<file path="src/rtl/pipe_stage_buf.sv">
// Valid/ready pipeline register with flush and an optional skid entry; 1-cycle latency when empty.
// Backpressure: SKID=1 keeps in_ready registered (drops only when both entries are full); SKID=0 passes out_ready through.
module pipe_stage_buf #(
  parameter int DATA_W = 256,
  parameter int SKID   = 1,
  parameter int CNT_W  = 16
) (
  input  logic              clk,
  input  logic              rst_n,
  input  logic              flush,
  input  logic              in_valid,
  output logic              in_ready,
  input  logic [DATA_W-1:0] in_data,
  output logic              out_valid,
  input  logic              out_ready,
  output logic [DATA_W-1:0] out_data,
  output logic [1:0]        occupancy,
  output logic [CNT_W-1:0]  stall_cnt
);

  typedef enum logic [1:0] {
    ST_EMPTY = 2'd0,
    ST_ONE   = 2'd1,
    ST_FULL  = 2'd2
  } state_t;

  state_t            state;
  state_t            state_nxt;
  logic [DATA_W-1:0] main_data;
  logic [DATA_W-1:0] skid_data;
  logic              main_valid;
  logic              skid_valid;
  logic              accept;
  logic              drain;
  logic              load_main_in;
  logic              load_main_skid;
  logic              load_skid;

  assign main_valid = (state != ST_EMPTY);
  assign skid_valid = (state == ST_FULL);

  generate
    if (SKID != 0) begin : g_skid_ready
      assign in_ready = !skid_valid;
    end else begin : g_pass_ready
      assign in_ready = !main_valid || out_ready;
    end
  endgenerate

  assign accept    = in_valid && in_ready;
  assign drain     = out_valid && out_ready;
  assign out_valid = main_valid;
  assign out_data  = main_data;
  assign occupancy = {1'b0, main_valid} + {1'b0, skid_valid};

  always_ff @(posedge clk or negedge rst_n) begin
    if (!rst_n) begin
      state <= ST_EMPTY;
    end else begin
      state <= state_nxt;
    end
  end

  // Flush kills every held entry and drops any beat offered in the same cycle.
  always_comb begin
    state_nxt      = state;
    load_main_in   = 1'b0;
    load_main_skid = 1'b0;
    load_skid      = 1'b0;
    if (flush) begin
      state_nxt = ST_EMPTY;
    end else if (SKID == 0) begin
      if (accept) begin
        state_nxt    = ST_ONE;
        load_main_in = 1'b1;
      end else if (drain) begin
        state_nxt = ST_EMPTY;
      end
    end else begin
      case (state)
        ST_EMPTY: begin
          if (accept) begin
            state_nxt    = ST_ONE;
            load_main_in = 1'b1;
          end
        end
        ST_ONE: begin
          if (accept && drain) begin
            load_main_in = 1'b1;
          end else if (accept) begin
            state_nxt = ST_FULL;
            load_skid = 1'b1;
          end else if (drain) begin
            state_nxt = ST_EMPTY;
          end
        end
        ST_FULL: begin
          if (drain) begin
            state_nxt      = ST_ONE;
            load_main_skid = 1'b1;
          end
        end
        default: state_nxt = ST_EMPTY;
      endcase
    end
  end

  always_ff @(posedge clk or negedge rst_n) begin
    if (!rst_n) begin
      main_data <= '0;
    end else if (load_main_in) begin
      main_data <= in_data;
    end else if (load_main_skid) begin
      main_data <= skid_data;
    end
  end

  always_ff @(posedge clk or negedge rst_n) begin
    if (!rst_n) begin
      skid_data <= '0;
    end else if (load_skid) begin
      skid_data <= in_data;
    end
  end

  // Saturating: holds at all-ones instead of wrapping; flush leaves it alone.
  always_ff @(posedge clk or negedge rst_n) begin
    if (!rst_n) begin
      stall_cnt <= '0;
    end else if (out_valid && !out_ready && (stall_cnt != {CNT_W{1'b1}})) begin
      stall_cnt <= stall_cnt + CNT_W'(1);
    end
  end

endmodule

</file>
<file path="config.mk">
export PLATFORM = sky130hd
export DESIGN_NAME = pipe_stage_buf
export DESIGN_NICKNAME = d
export VERILOG_FILES = /design/src/rtl/pipe_stage_buf.sv
export SDC_FILE = /design/constraint.sdc
export NUM_CORES = 1
export LEC_CHECK = 0
export CAP_MARGIN = 20
export CORE_ASPECT_RATIO = 0.9
export CORE_MARGIN = 5
export CORE_UTILIZATION = 50
export DETAILED_ROUTE_END_ITERATION = 6
export DONT_BUFFER_PORTS = 1
export PLACE_DENSITY = 0.69
export SLEW_MARGIN = 20
export SYNTH_ARGS = -nofsm -noshare
export SYNTH_HDL_FRONTEND = slang
export SYNTH_SLANG_ARGS = --single-unit
</file>
<file path="constraint.sdc">
create_clock -name clk -period 4 [get_ports clk]
set_clock_uncertainty 0.15 [all_clocks]
set_input_delay 0.8 -clock clk [delete_from_list [all_inputs] [get_ports clk]]
set_output_delay 0.8 -clock clk [all_outputs]
set_load 0.01 [all_outputs]
</file>
==> summary.txt <==
Synth
  – Mean cell area of the mapped netlist: 15.65 µm²
  – Number of storage elements in the synthesis netlist: 530
  – Post-Syn Instances: 1464
  – Number of different library cells in the post-synthesis netlist: 35
  – Number of enable flip-flop cells after synthesis: 0
  – Post-synthesis net count: 1727
  – Largest cells by area after synthesis: sky130_fd_sc_hd__dfrtp_1, sky130_fd_sc_hd__mux2_2, sky130_fd_sc_hd__mux2_1
  – Count of yosys warnings during synthesis: 0
  – Leading register cell type out of synthesis: sky130_fd_sc_hd__dfrtp_1
  – Cell Area, Synth: 22910 µm²
  – Cell accounting for the most synthesized area: sky130_fd_sc_hd__dfrtp_1
  – Proportion of synthesized flip-flops having asynchronous set or reset: 1.000
  – Yosys top cell area share: 0.5789
  – Part of the Yosys area used for sequential elements: 0.5789

Pwr
  – Static power due to leakage: 11.15 nW
  – VDD IR max: 0.4319 mV
  – Areal power density over the cells: 703.9 nW/µm²
  – Total design power: 17.71 mW

Outcome
  – Outcome: finished with violations
  – Failing checks: hold timing

Worst setup path
  – Cell repeated most along the worst path: sky130_fd_sc_hd__inv_1
  – Sort of element at the start of the critical path: flop
  – Endpoint required time on the critical path: 3.05 ns
  – Critical path peak fanout: 8
  – Cell type of the slowest stage on the worst timing path: sky130_fd_sc_hd__dfrtp_1
  – Worst Setup Path Type: flop to output port
  – Slowest Stage Delay on Critical Path: 0.50 ns
  – Worst path arrival time: 2.06 ns
  – Ordered list of cells on the worst path: nor2b_1 > inv_1 > ha_1 > inv_1
  – CP Capture Type: output port

Timing
  – Worst-Margin Slew: 1.226 ns
  – Setup repair after global routing missed its margin: no
  – Worst slack on hold paths: -0.2338 ns
  – Min cycle time layout: 3.013 ns
  – Final total negative setup slack: 0 ns
  – Min setup slack post-route: 0.9874 ns
  – Tightest slew margin relative to the limit: 0.1828
  – Fin crit share: 0.7532
  – Hold violation count in the final report: 353
  – Final setup viols: 0
  – Max Clk Rate: 0.3319 GHz
  – Final number of max-transition violations: 0

Floorplanning
  – Effective utilization at floorplan: 0.5050
  – Die extent in y: 213.1 µm
  – Top-level port count: 537
  – Die area: 50210 µm²
  – Standard-cell row count: 74
  – Core Area: 45370 µm²
  – X dimension of the die: 235.6 µm

Global route
  – First-pass GRT wire length: 79.11 mm
  – Total routing resource utilization after global routing: 0.1998
  – Pin count of the biggest net entering global routing: 531
  – Overflow after GRT: 0
  – Number of global-route vias before repair: 13014
  – Initial antenna violation count: 1

Final layout
  – Leading cell type in the layout, fill and taps excluded: sky130_fd_sc_hd__mux2_2
  – Leading cell types in the layout, fill and taps excluded: sky130_fd_sc_hd__mux2_2, sky130_fd_sc_hd__dfrtp_1, sky130_fd_sc_hd__mux2_1
  – Final std cells w/o fill: 2098
  – Antenna diode count: 0
  – Synthesis-to-finish area growth: 9.808%
  – Fraction of final layout cells with drive strength greater than 1: 0.4282
  – Fillers: 3650
  – Nets: 1718

Placement
  – HPWL after detailed placement: 35.42 mm
  – Worst slack, placed: 1.084 ns
  – Number of cells after detailed placement: 2007
  – Number of input and output port buffers inserted: 0
  – GP Congestion: 0.7819

Route
  – 1st-pass router iterations: 4
  – Number of vias in the routed layout: 11917
  – Final routed DRC violation total: 0
  – Overall routed net length: 51.42 mm
  – Average via count per standard cell: 5.680
  – Post-DR wirelength/cell: 24.51 µm
  – DRT antenna net count: 0
  – Iteration-0 DRC count of the detailed router: 467

Clock network
  – Clock buffer count from CTS: 54
  – Root buf cell: sky130_fd_sc_hd__clkbuf_16
  – Clock input transition at the sequential cells of the worst setup and hold paths: 0.06 ns
  – Max Buffers Root-to-Sink: 3
  – Count of H-tree levels built during CTS: 2
  – Number of clock sinks: 530
  – Count of cells resized by post-cts repair: 0
  – Later-pin clock latency in the skew report: 0.58 ns
  – CTS tree: yes

Hold path
  – Classification of the worst-slack hold path: input port to async pin

Job
  – Max Cap Viol: 0
## cells in the mapped netlist (all sizes together) (3+ instances only)
| library cell | count |
|---|---|
| mux2 | 769 |
| dfrtp | 530 |
| buf | 82 |
| nand2 | 9 |
| xor2 | 9 |
| nor3 | 7 |
| nand3 | 6 |
| nor2 | 6 |
| o21ai | 5 |
| inv | 4 |
| nand4 | 4 |
| a21oi | 3 |
| clkbuf | 3 |
| nor4b | 3 |
## sequential cells by signal (all words and copies together), names as in the netlist
register	count
state	2
skid_data	256
stall_cnt	16
out_data	256
## stage by stage
step / hold slack (ns) / cell area, µm² / util
CTS: -0.2831 / 25160 / 0.5545
global placement: 0.3287 / 23510 / 0.5182
detailed placement: 0.3355 / 23510 / 0.5182
finish: -0.2338 / 25160 / 0.5545
floorplan: 0.3218 / 22910 / -
global route: -0.2759 / 25160 / 0.5545
## cell families after synthesis
logic type / count (synthesis) / share of synthesized area
compound gates: 14 / 0.004096
xor+xnor: 11 / 0.004205
fa+ha+maj: 2 / 0.001092
buf+inv: 89 / 0.02146
flops: 530 / 0.5789
mux: 771 / 0.3788
simple gates: 47 / 0.01141
## report_power, final
part	switching [mW]	total [mW]	internal (mW)
combinational	0.942	3.12	2.17
sequential	2.28	9.86	7.58
clock	1.97	4.73	2.76
total	5.20	17.7	12.5
## what timing repair did
action                                 CTS  global route
setup endpoints to repair                0             0
endpoints found under the hold margin  530           530
setup buffers                            0             0
## layout make-up
cell class                 instances  area (µm²)  area share
tap                              608       760.7     0.03024
sequential                       530       13260      0.5272
clock buffer                      84        1585     0.06301
timing repair buffer              20       287.8     0.01144
multi-input combinational        845        9183      0.3650
clock inverter                     7       63.81    0.002536
inverter                           4       15.01   0.0005968
## critical path: cells and delay by family, from the launching register on
kind / cells / cell delay, ns
buffers and inverters: 2 / 0.31
adders and majority gates: 1 / 0.33
DFF: 1 / 0.50
and+or+nand+nor: 1 / 0.33
## routing by layer
metal  up-vias  global-route usage  wire length (µm)
li1       5228                   -                 -
met1      6225              0.2253             18540
met2       368              0.3305             25150
met3        94              0.1040              5998
met4         2             0.06906              1720
met5         -                   0                13
## worst paths after layout
kind | from | to | slack [ns] | cells past startpoint
max | state[0] | occupancy[0] | 0.99 | 4
min | rst_n | out_data[239] | -0.23 | 0
max reg2reg | state[1] | out_data[153] | 1.28 | 5
min reg2reg | skid_data[94] | skid_data[94] | 0.35 | 1
max in group asynchronous | rst_n | skid_data[70] | 2.93 | 0
min in group clk | flush | state[0] | 0.12 | 1
(Power assumes the default switching activity.)
